[src/rtl/sd_block_responder.sv]
// sd_block_responder: responder side of the sd_lba / sd_rd / sd_wr / sd_ack
// 512-byte block handshake, serviced against a local synchronous memory.
//
// Ports
//   clk_sys, RESET_n            clock, asynchronous active-low reset
//   sd_lba, sd_rd, sd_wr, wp     block request (levels) and write protect
//   sd_ack                       high for the whole transfer (513 cycles)
//   sd_buff_addr                 byte index within the block
//   sd_buff_dout, sd_buff_wr     read data and its 1-cycle strobe
//   sd_buff_din                  write data, valid 1 cycle after sd_buff_addr
//   mem_addr, mem_we, mem_din    backing memory port ({lba, byte})
//   mem_dout                     backing memory read data (1-cycle latency)
//   blk_done, blk_err            per-block completion / error pulses
//   blk_count                    completed block counter (wraps)
//
// sd_buff_dout and mem_din are muxes on top of the registered outputs of the
// two external RAMs. They are gated by their own registered strobes, so both
// read as zero outside a valid beat and during reset.
module sd_block_responder #(
    parameter int unsigned LBA_W      = 8,
    parameter int unsigned NUM_BLOCKS = 256,
    parameter int unsigned ACK_DELAY  = 4
) (
    input  logic               clk_sys,
    input  logic               RESET_n,
    input  logic [31:0]        sd_lba,
    input  logic               sd_rd,
    input  logic               sd_wr,
    input  logic               wp,
    output logic               sd_ack,
    output logic [8:0]         sd_buff_addr,
    output logic [7:0]         sd_buff_dout,
    output logic               sd_buff_wr,
    input  logic [7:0]         sd_buff_din,
    output logic [LBA_W+8:0]   mem_addr,
    output logic               mem_we,
    output logic [7:0]         mem_din,
    input  logic [7:0]         mem_dout,
    output logic               blk_done,
    output logic               blk_err,
    output logic [15:0]        blk_count
);

    localparam int unsigned SEEK_W = (ACK_DELAY > 1) ? $clog2(ACK_DELAY) : 1;
    localparam int unsigned CNT_W  = 10;
    localparam logic [CNT_W-1:0] LAST_BYTE = 10'd511;
    localparam logic [CNT_W-1:0] BYTE_END  = 10'd512;

    typedef enum logic [2:0] {
        S_IDLE,
        S_SEEK,
        S_READ,
        S_WRITE,
        S_DONE
    } state_t;

    state_t              state;
    logic [SEEK_W-1:0]   seek_cnt;
    logic [CNT_W-1:0]    k;
    logic [LBA_W-1:0]    lba_q;
    logic                is_wr_q;
    logic                wp_q;
    logic                oor_q;

    // Read data is forced to 8'hFF for out-of-range blocks.
    assign sd_buff_dout = sd_buff_wr ? (oor_q ? 8'hFF : mem_dout) : 8'h00;
    assign mem_din      = mem_we ? sd_buff_din : 8'h00;

    // Transfer FSM with registered handshake and memory outputs.
    always_ff @(posedge clk_sys or negedge RESET_n) begin
        if (!RESET_n) begin
            state        <= S_IDLE;
            seek_cnt     <= '0;
            k            <= '0;
            lba_q        <= '0;
            is_wr_q      <= 1'b0;
            wp_q         <= 1'b0;
            oor_q        <= 1'b0;
            sd_ack       <= 1'b0;
            sd_buff_addr <= '0;
            sd_buff_wr   <= 1'b0;
            mem_addr     <= '0;
            mem_we       <= 1'b0;
            blk_done     <= 1'b0;
            blk_err      <= 1'b0;
            blk_count    <= '0;
        end else begin
            blk_done <= 1'b0;
            blk_err  <= 1'b0;
            case (state)
                S_IDLE: begin
                    if (sd_rd | sd_wr) begin
                        lba_q    <= sd_lba[LBA_W-1:0];
                        is_wr_q  <= ~sd_rd;
                        wp_q     <= wp;
                        oor_q    <= (sd_lba >= 32'(NUM_BLOCKS));
                        seek_cnt <= '0;
                        state    <= S_SEEK;
                    end
                end
                S_SEEK: begin
                    if (seek_cnt == SEEK_W'(ACK_DELAY - 1)) begin
                        sd_ack <= 1'b1;
                        k      <= '0;
                        if (is_wr_q) begin
                            sd_buff_addr <= '0;
                            state        <= S_WRITE;
                        end else begin
                            // Byte 0 address goes out with ack so the first
                            // strobe lands one cycle later.
                            mem_addr <= {lba_q, 9'd0};
                            state    <= S_READ;
                        end
                    end else begin
                        seek_cnt <= seek_cnt + SEEK_W'(1);
                    end
                end
                S_READ: begin
                    // k counts memory addresses; the strobe trails it by one.
                    if (k == BYTE_END) begin
                        sd_buff_wr <= 1'b0;
                        sd_ack     <= 1'b0;
                        blk_done   <= 1'b1;
                        blk_err    <= oor_q;
                        blk_count  <= blk_count + 16'd1;
                        state      <= S_DONE;
                    end else begin
                        sd_buff_wr   <= 1'b1;
                        sd_buff_addr <= k[8:0];
                        if (k != LAST_BYTE) begin
                            mem_addr <= {lba_q, 9'(k + 10'd1)};
                        end
                        k <= k + 10'd1;
                    end
                end
                S_WRITE: begin
                    // k counts committed bytes; sd_buff_addr leads it by one.
                    if (k == BYTE_END) begin
                        mem_we    <= 1'b0;
                        sd_ack    <= 1'b0;
                        blk_done  <= 1'b1;
                        blk_err   <= oor_q | wp_q;
                        blk_count <= blk_count + 16'd1;
                        state     <= S_DONE;
                    end else begin
                        mem_we   <= ~(wp_q | oor_q);
                        mem_addr <= {lba_q, k[8:0]};
                        if (k != LAST_BYTE) begin
                            sd_buff_addr <= 9'(k + 10'd1);
                        end
                        k <= k + 10'd1;
                    end
                end
                S_DONE: begin
                    state <= S_IDLE;
                end
                default: begin
                    state <= S_IDLE;
                end
            endcase
        end
    end

endmodule

[config.mk]
export PLATFORM = sky130hd
export DESIGN_NAME = sd_block_responder
export DESIGN_NICKNAME = d
export VERILOG_FILES = /design/src/rtl/sd_block_responder.sv
export SDC_FILE = /design/constraint.sdc
export NUM_CORES = 1
export LEC_CHECK = 0
export CAP_MARGIN = 20
export CORE_UTILIZATION = 29
export CTS_CLUSTER_SIZE = 20
export DETAILED_ROUTE_END_ITERATION = 12
export PLACE_DENSITY = 0.66
export SLEW_MARGIN = 20
export SYNTH_ARGS = -nofsm -noshare
export SYNTH_HDL_FRONTEND = slang
export SYNTH_SLANG_ARGS = --single-unit
[constraint.sdc]
create_clock -name clk_sys -period 2.7 [get_ports clk_sys]
set_input_delay 0.81 -clock clk_sys [delete_from_list [all_inputs] [get_ports clk_sys]]
set_output_delay 0.81 -clock clk_sys [all_outputs]
set_load 0.02 [all_outputs]
=== Word-level counts from Yosys, hierarchy flattened ===
Cells that the tools add are included.

* Register bits: 73
* Word-level logic and storage cells: 89

* Add/subtract/negate cells: 3
* $lt $le $gt $ge: 1
* Equality and inequality tests: 17
* Muxes and demuxes: 36
* Bitwise logic cells: 4
* Reduce and logical (&&, ||, !) cells: 13

{| class="wikitable"
|+ Operator list
! kind !! number
|-
| 17-bit 2-to-1 mux || 5
|-
| 17-bit case mux with 3 select lines || 1
|-
| 9-bit 2-to-1 mux || 5
|-
| 32-bit by 9-bit >= comparator with 1-bit output, second input constant || 1
|-
| 9-bit case mux with 3 select lines || 1
|-
| 8-bit 2-to-1 mux || 3
|-
| 10-bit 2-to-1 mux || 2
|-
| 2-bit inequality test, second input constant || 10
|-
| 10-bit case mux with 2 select lines || 1
|-
| 16-bit by 1-bit adder with 16-bit output, second input constant || 1
|-
| 3-bit AND reduction || 4
|-
| 6-bit AND reduction || 2
|-
| 10-bit by 1-bit adder with 10-bit output, second input constant || 1
|-
| 10-bit == test, second input constant || 1
|-
| 10-bit by 9-bit inequality test with 1-bit output, second input constant || 1
|-
| 1-bit 2-to-1 mux || 9
|-
| 3-bit 2-to-1 mux || 3
|-
| 3-bit case mux with 3 select lines || 1
|-
| 3-bit by 2-bit == test with 1-bit output, second input constant || 2
|-
| 2-bit 2-to-1 mux || 2
|-
| 1-bit case mux with 2 select lines || 2
|-
| 2-bit case mux with 2 select lines || 1
|-
| 2-bit AND reduction || 2
|-
| 2-bit nonzero test || 2
|-
| 9 further kinds || 11
|}

=== Longest topological paths before layout ===
* Depth after elaboration: 4
* Depth in mapped cells: 9

=== Worst setup path before layout ===
Ideal clock, no wire load.

* Path kind: reg-to-reg
* Start: register k[0]
* End: register mem_addr[11]
* Setup time: 128 ps
* Data arrival time: 2,298 ps
* Setup slack: 274 ps
* Stages on the path, launching flop included: 10
* Path buffers: 3
* Clock period less this slack: 2,426 ps
* Path through: dfrtp_1 inv_1 ha_1 or3b_2 clkbuf_1 o31ai_4 a221o_1 buf_4 buf_6 mux2_1

* Longest elaborated chain between the ends: 3
* Elaborated cells on any way between the ends: 6
* Classes of those cells: eq/ne (5); reduce/logical (1)

{| class="wikitable"
|+ RTL lines
! element !! line !! source
|-
| from (decl) || 59 || <nowiki>logic [CNT_W-1:0] k;</nowiki>
|-
| from (signal assigned) || 133 || <nowiki>k <= k + 10'd1;</nowiki>
|-
| from (signal assigned) || 151 || <nowiki>k <= k + 10'd1;</nowiki>
|-
| 10-bit by 9-bit inequality test with 1-bit output or 10-bit == test (tied branches) || 130, 120, 138 ||
|-
| 2-bit inequality test (no line) || - ||
|-
| 6-bit AND reduction (no line) (*) || - ||
|-
| to (signal assigned) || 111 || <nowiki>mem_addr <= {lba_q, 9'd0};</nowiki>
|-
| to (signal assigned) || 131 || <nowiki>mem_addr <= {lba_q, 9'(k + 10'd1)};</nowiki>
|-
| to (signal assigned) || 147 || <nowiki>mem_addr <= {lba_q, k[8:0]};</nowiki>
|-
| to (decl) || 35 || <nowiki>output logic [LBA_W+8:0] mem_addr,</nowiki>
|}

Every way passes the cells marked *; elsewhere a longest branch is shown, timed or not.
A chain may end at the register's enable or synchronous reset.

=== Worst setup path in the final report ===
* Start: input sd_buff_din[3]
* End: output mem_din[3]

* Longest elaborated chain between the ends: 1

{| class="wikitable"
|+ RTL lines
! element !! line !! source
|-
| from (decl) || 34 || <nowiki>input logic [7:0] sd_buff_din,</nowiki>
|-
| 8-bit 2-to-1 mux || 67 || <nowiki>assign mem_din = mem_we ? sd_buff_din : 8'h00;</nowiki>
|-
| to (decl) || 37 || <nowiki>output logic [7:0] mem_din,</nowiki>
|}

Every way passes these cells.

==> run_results.csv <==
group,metric,value,unit
layout,final_nets,519,
clocking,cts_root_buf,"clkbuf_16",
synth,synth_top_area_share,49.2,%
layout,drive_above_1_share,11.6,%
detailed_routing,drcViolationCount,0,
floorplan,die_w,115,um
global_route,gr-total-overflow,0,
sta,rsz0062_at_grt,"false",
setup_path,startpoint_type,"input port",
sta,min_period,2.52,ns
floorplan,initial_utilization,30.3,%
floorplan,boundaryPins,116,
setup_path,cp-end-kind,"primary output",
place,portBuffers,115,
detailed_routing,via_per_inst,4.80,
synth,yosysWarnings,0,
global_route,grt_max_degree,74,
detailed_routing,num_vias,3048,
place,dpl_worst_slack,-0.108,ns
setup_path,crit_chain,"clkdlybuf4s50_1 -> and2_1 -> dlygate4sd2_1",
floorplan,die_y,115,um
place,dpl.hpwl,6770,um
setup_path,crit_slowest_cell,"clkdlybuf4s50_1",
detailed_routing,first_pass_iters,4,
place,gp_congestion,0.809,
power,leakage,2.42,nW
global_route,grt_pass1_vias,3098,
power,cellPowerDensity,470,nW/um^2
synth,async_flop_share,100,%
floorplan,die_area,13200,um^2
global_route,grt_pass1_wl,15200,um
run,drv_cap,0,
synth,avgSynthCellArea,10.8,um^2
detailed_routing,wl,9110,um
sta,fin_crit_sh,93.4,%
sta,relSlewSlack,59.1,%
synth,synth-main-ff-cell,"dfrtp_1",
clocking,cts_buffer_depth,2,
run_status,status,"finished, final reports clean",
synth,yosysTopAreaCell,"dfrtp_1",
layout,layout_common_cells,"98 x clkdlybuf4s50_1, 73 x dfrtp_1, 25 x nand2_1, 20 x nor2_1",
clocking,cts.sinks,73,
clocking,cts_resized,16,
synth,ys_types,51,
synth,synth_edf_count,0,
setup_path,cp_max_fo,1,
setup_path,crit_path_max_incr_delay,0.46,ns
floorplan,num_rows,40,
power,power.total,2.54,mW
sta,finClkSkew,0.00701,ns
synth,syn_nets,400,
setup_path,arrival,1.71,ns
clocking,cts_inserted_buffers,9,
sta,hold_viol,0,
detailed_routing,antenna_left,0,
detailed_routing,post_drt_wl_per_cell,14.3,um
synth,synth-seq-cells,73,
sta,tightest_slew,0.609,ns
worst_hold_path,hold_path_class,"register to register",
detailed_routing,drt_iter0_markers,122,
layout,syn2layout_area_growth,45.5,%
synth,synthCells,343,
global_route,grt.total_usage,14.7,%
sta,fin_ws,0.179,ns
sta,hold_ws,0.470,ns
layout,num_antenna_cells,0,
floorplan,core_area,12300,um^2
global_route,antenna_found_initial,0,
clocking,worstSkewPairLatency,0.33,ns
sta,fmax,0.397,GHz
synth,synth_area_leaders,"dfrtp_1 49%, mux2_2 4.9%, mux2_1 4.2%, xor2_1 3.1%, xnor2_1 2.6%",
synth,ys_seq_area_share,49.2,%
clocking,postCtsHoldBufs,0,
clocking,post_cts_buffers,0,
setup_path,path_class,"input port to primary output",
sta,setup_violations,0,
sta,slew_viol_final,0,
clocking,cts_tree,"done",
synth,synth_area,3710,um^2
clocking,htreeDepth,3,
clocking,clk_pin_slew_worst_paths,0.05,ns
setup_path,worstPathRequired,1.89,ns
layout,layout_commonest_cell,"clkdlybuf4s50_1",
power,ir_drop,0.263,mV
layout,fillers,1176,
[synthesized netlist by cell type, drive strengths merged, types with 5 or more instances]
cell,count
mux2i,9
a31oi,8
xor2,13
nor3,10
inv,6
a21oi,9
and2,8
buf,12
nand3,8
nor2,20
nand2,25
mux2,30
o21ai,9
clkbuf,11
o21a,9
nor4,15
dfrtp,73
a22o,5
nand4,7
xnor2,11
[path summary, 6_finish.rpt]
path	cells after the start	endpoint	slack, ns	from
setup / recovery	3	mem_din[3]	0.18	sd_buff_din[3]
hold reg to reg	1	blk_count[15]	0.47	blk_count[15]
min in group asynchronous	2	mem_addr[0]	0.51	RESET_n
max in group asynchronous	2	k[2]	1.88	RESET_n
setup reg to reg	6	sd_buff_addr[7]	0.22	k[1]
hold / removal	1	blk_count[15]	0.47	blk_count[15]
[logic make-up (layout without fill, tap and decap cells)]
family                   count (synthesis)  count (layout)  synth area share (%)
AO/OA/AOI/OAI                           54              54                  10.4
XOR/XNOR                                24              24                  5.67
AND/OR/NAND/NOR                        120             120                  17.9
flip-flops                              73              73                  49.2
multiplexers                            39              39                  11.5
adder cells (fa/ha/maj)                  4               4                  1.35
buffers and inverters                   29             153                  3.88
[per-layer routing]
layer  GRT usage [%]  wire (um)  vias up
met2            24.7       4340       79
met4            3.90         77        0
met5               0          0        -
li1                -          -     1476
met1            18.7       4190     1483
met3            4.06        510       10
[critical path: cells and delay by family]
| kind | cells | cell delay, ns |
|---|---|---|
| buf+inv | 2 | 0.79 |
| simple gates | 1 | 0.12 |
[registers in the layout, summed over array words and instances, names as in the netlist]
signal,count
mem_addr,17
blk_count,16
k,10
sd_buff_addr,9
lba_q,8
state,3
seek_cnt,2
blk_done,1
blk_err,1
is_wr_q,1
mem_we,1
oor_q,1
sd_ack,1
sd_buff_wr,1
wp_q,1
[cell type report]
cell class | count | area [um^2] | share of cell area (%)
clock inverter | 4 | 73.8 | 1.37
multi-input combinational | 241 | 1740 | 32.2
tap | 168 | 210 | 3.89
clock buffer | 12 | 267 | 4.94
inverter | 6 | 22.5 | 0.417
timing repair buffer | 131 | 1260 | 23.3
sequential | 73 | 1830 | 33.8
[per-stage QoR]
step | area [um^2] | utilization, % | TNS (ns) | std cells
2_1_floorplan | 3710 | - | 0 | 343
5_1_grt | 5400 | 44.0 | 0 | 635
3_5_place_dp | 5080 | 41.4 | -1.32 | 619
6_report | 5400 | 44.0 | 0 | 635
4_1_cts | 5400 | 44.0 | 0 | 635
3_3_place_gp | 5080 | 41.4 | -1.25 | 619
[where the power goes]
group | total, mW | internal [mW] | switching, mW
Combinational | 0.121 | 0.0776 | 0.0437
Clock | 1.32 | 0.884 | 0.439
Sequential | 1.09 | 1.09 | 0
Total | 2.54 | 2.06 | 0.483
Note: power is estimated with default switching activity, not from simulation.
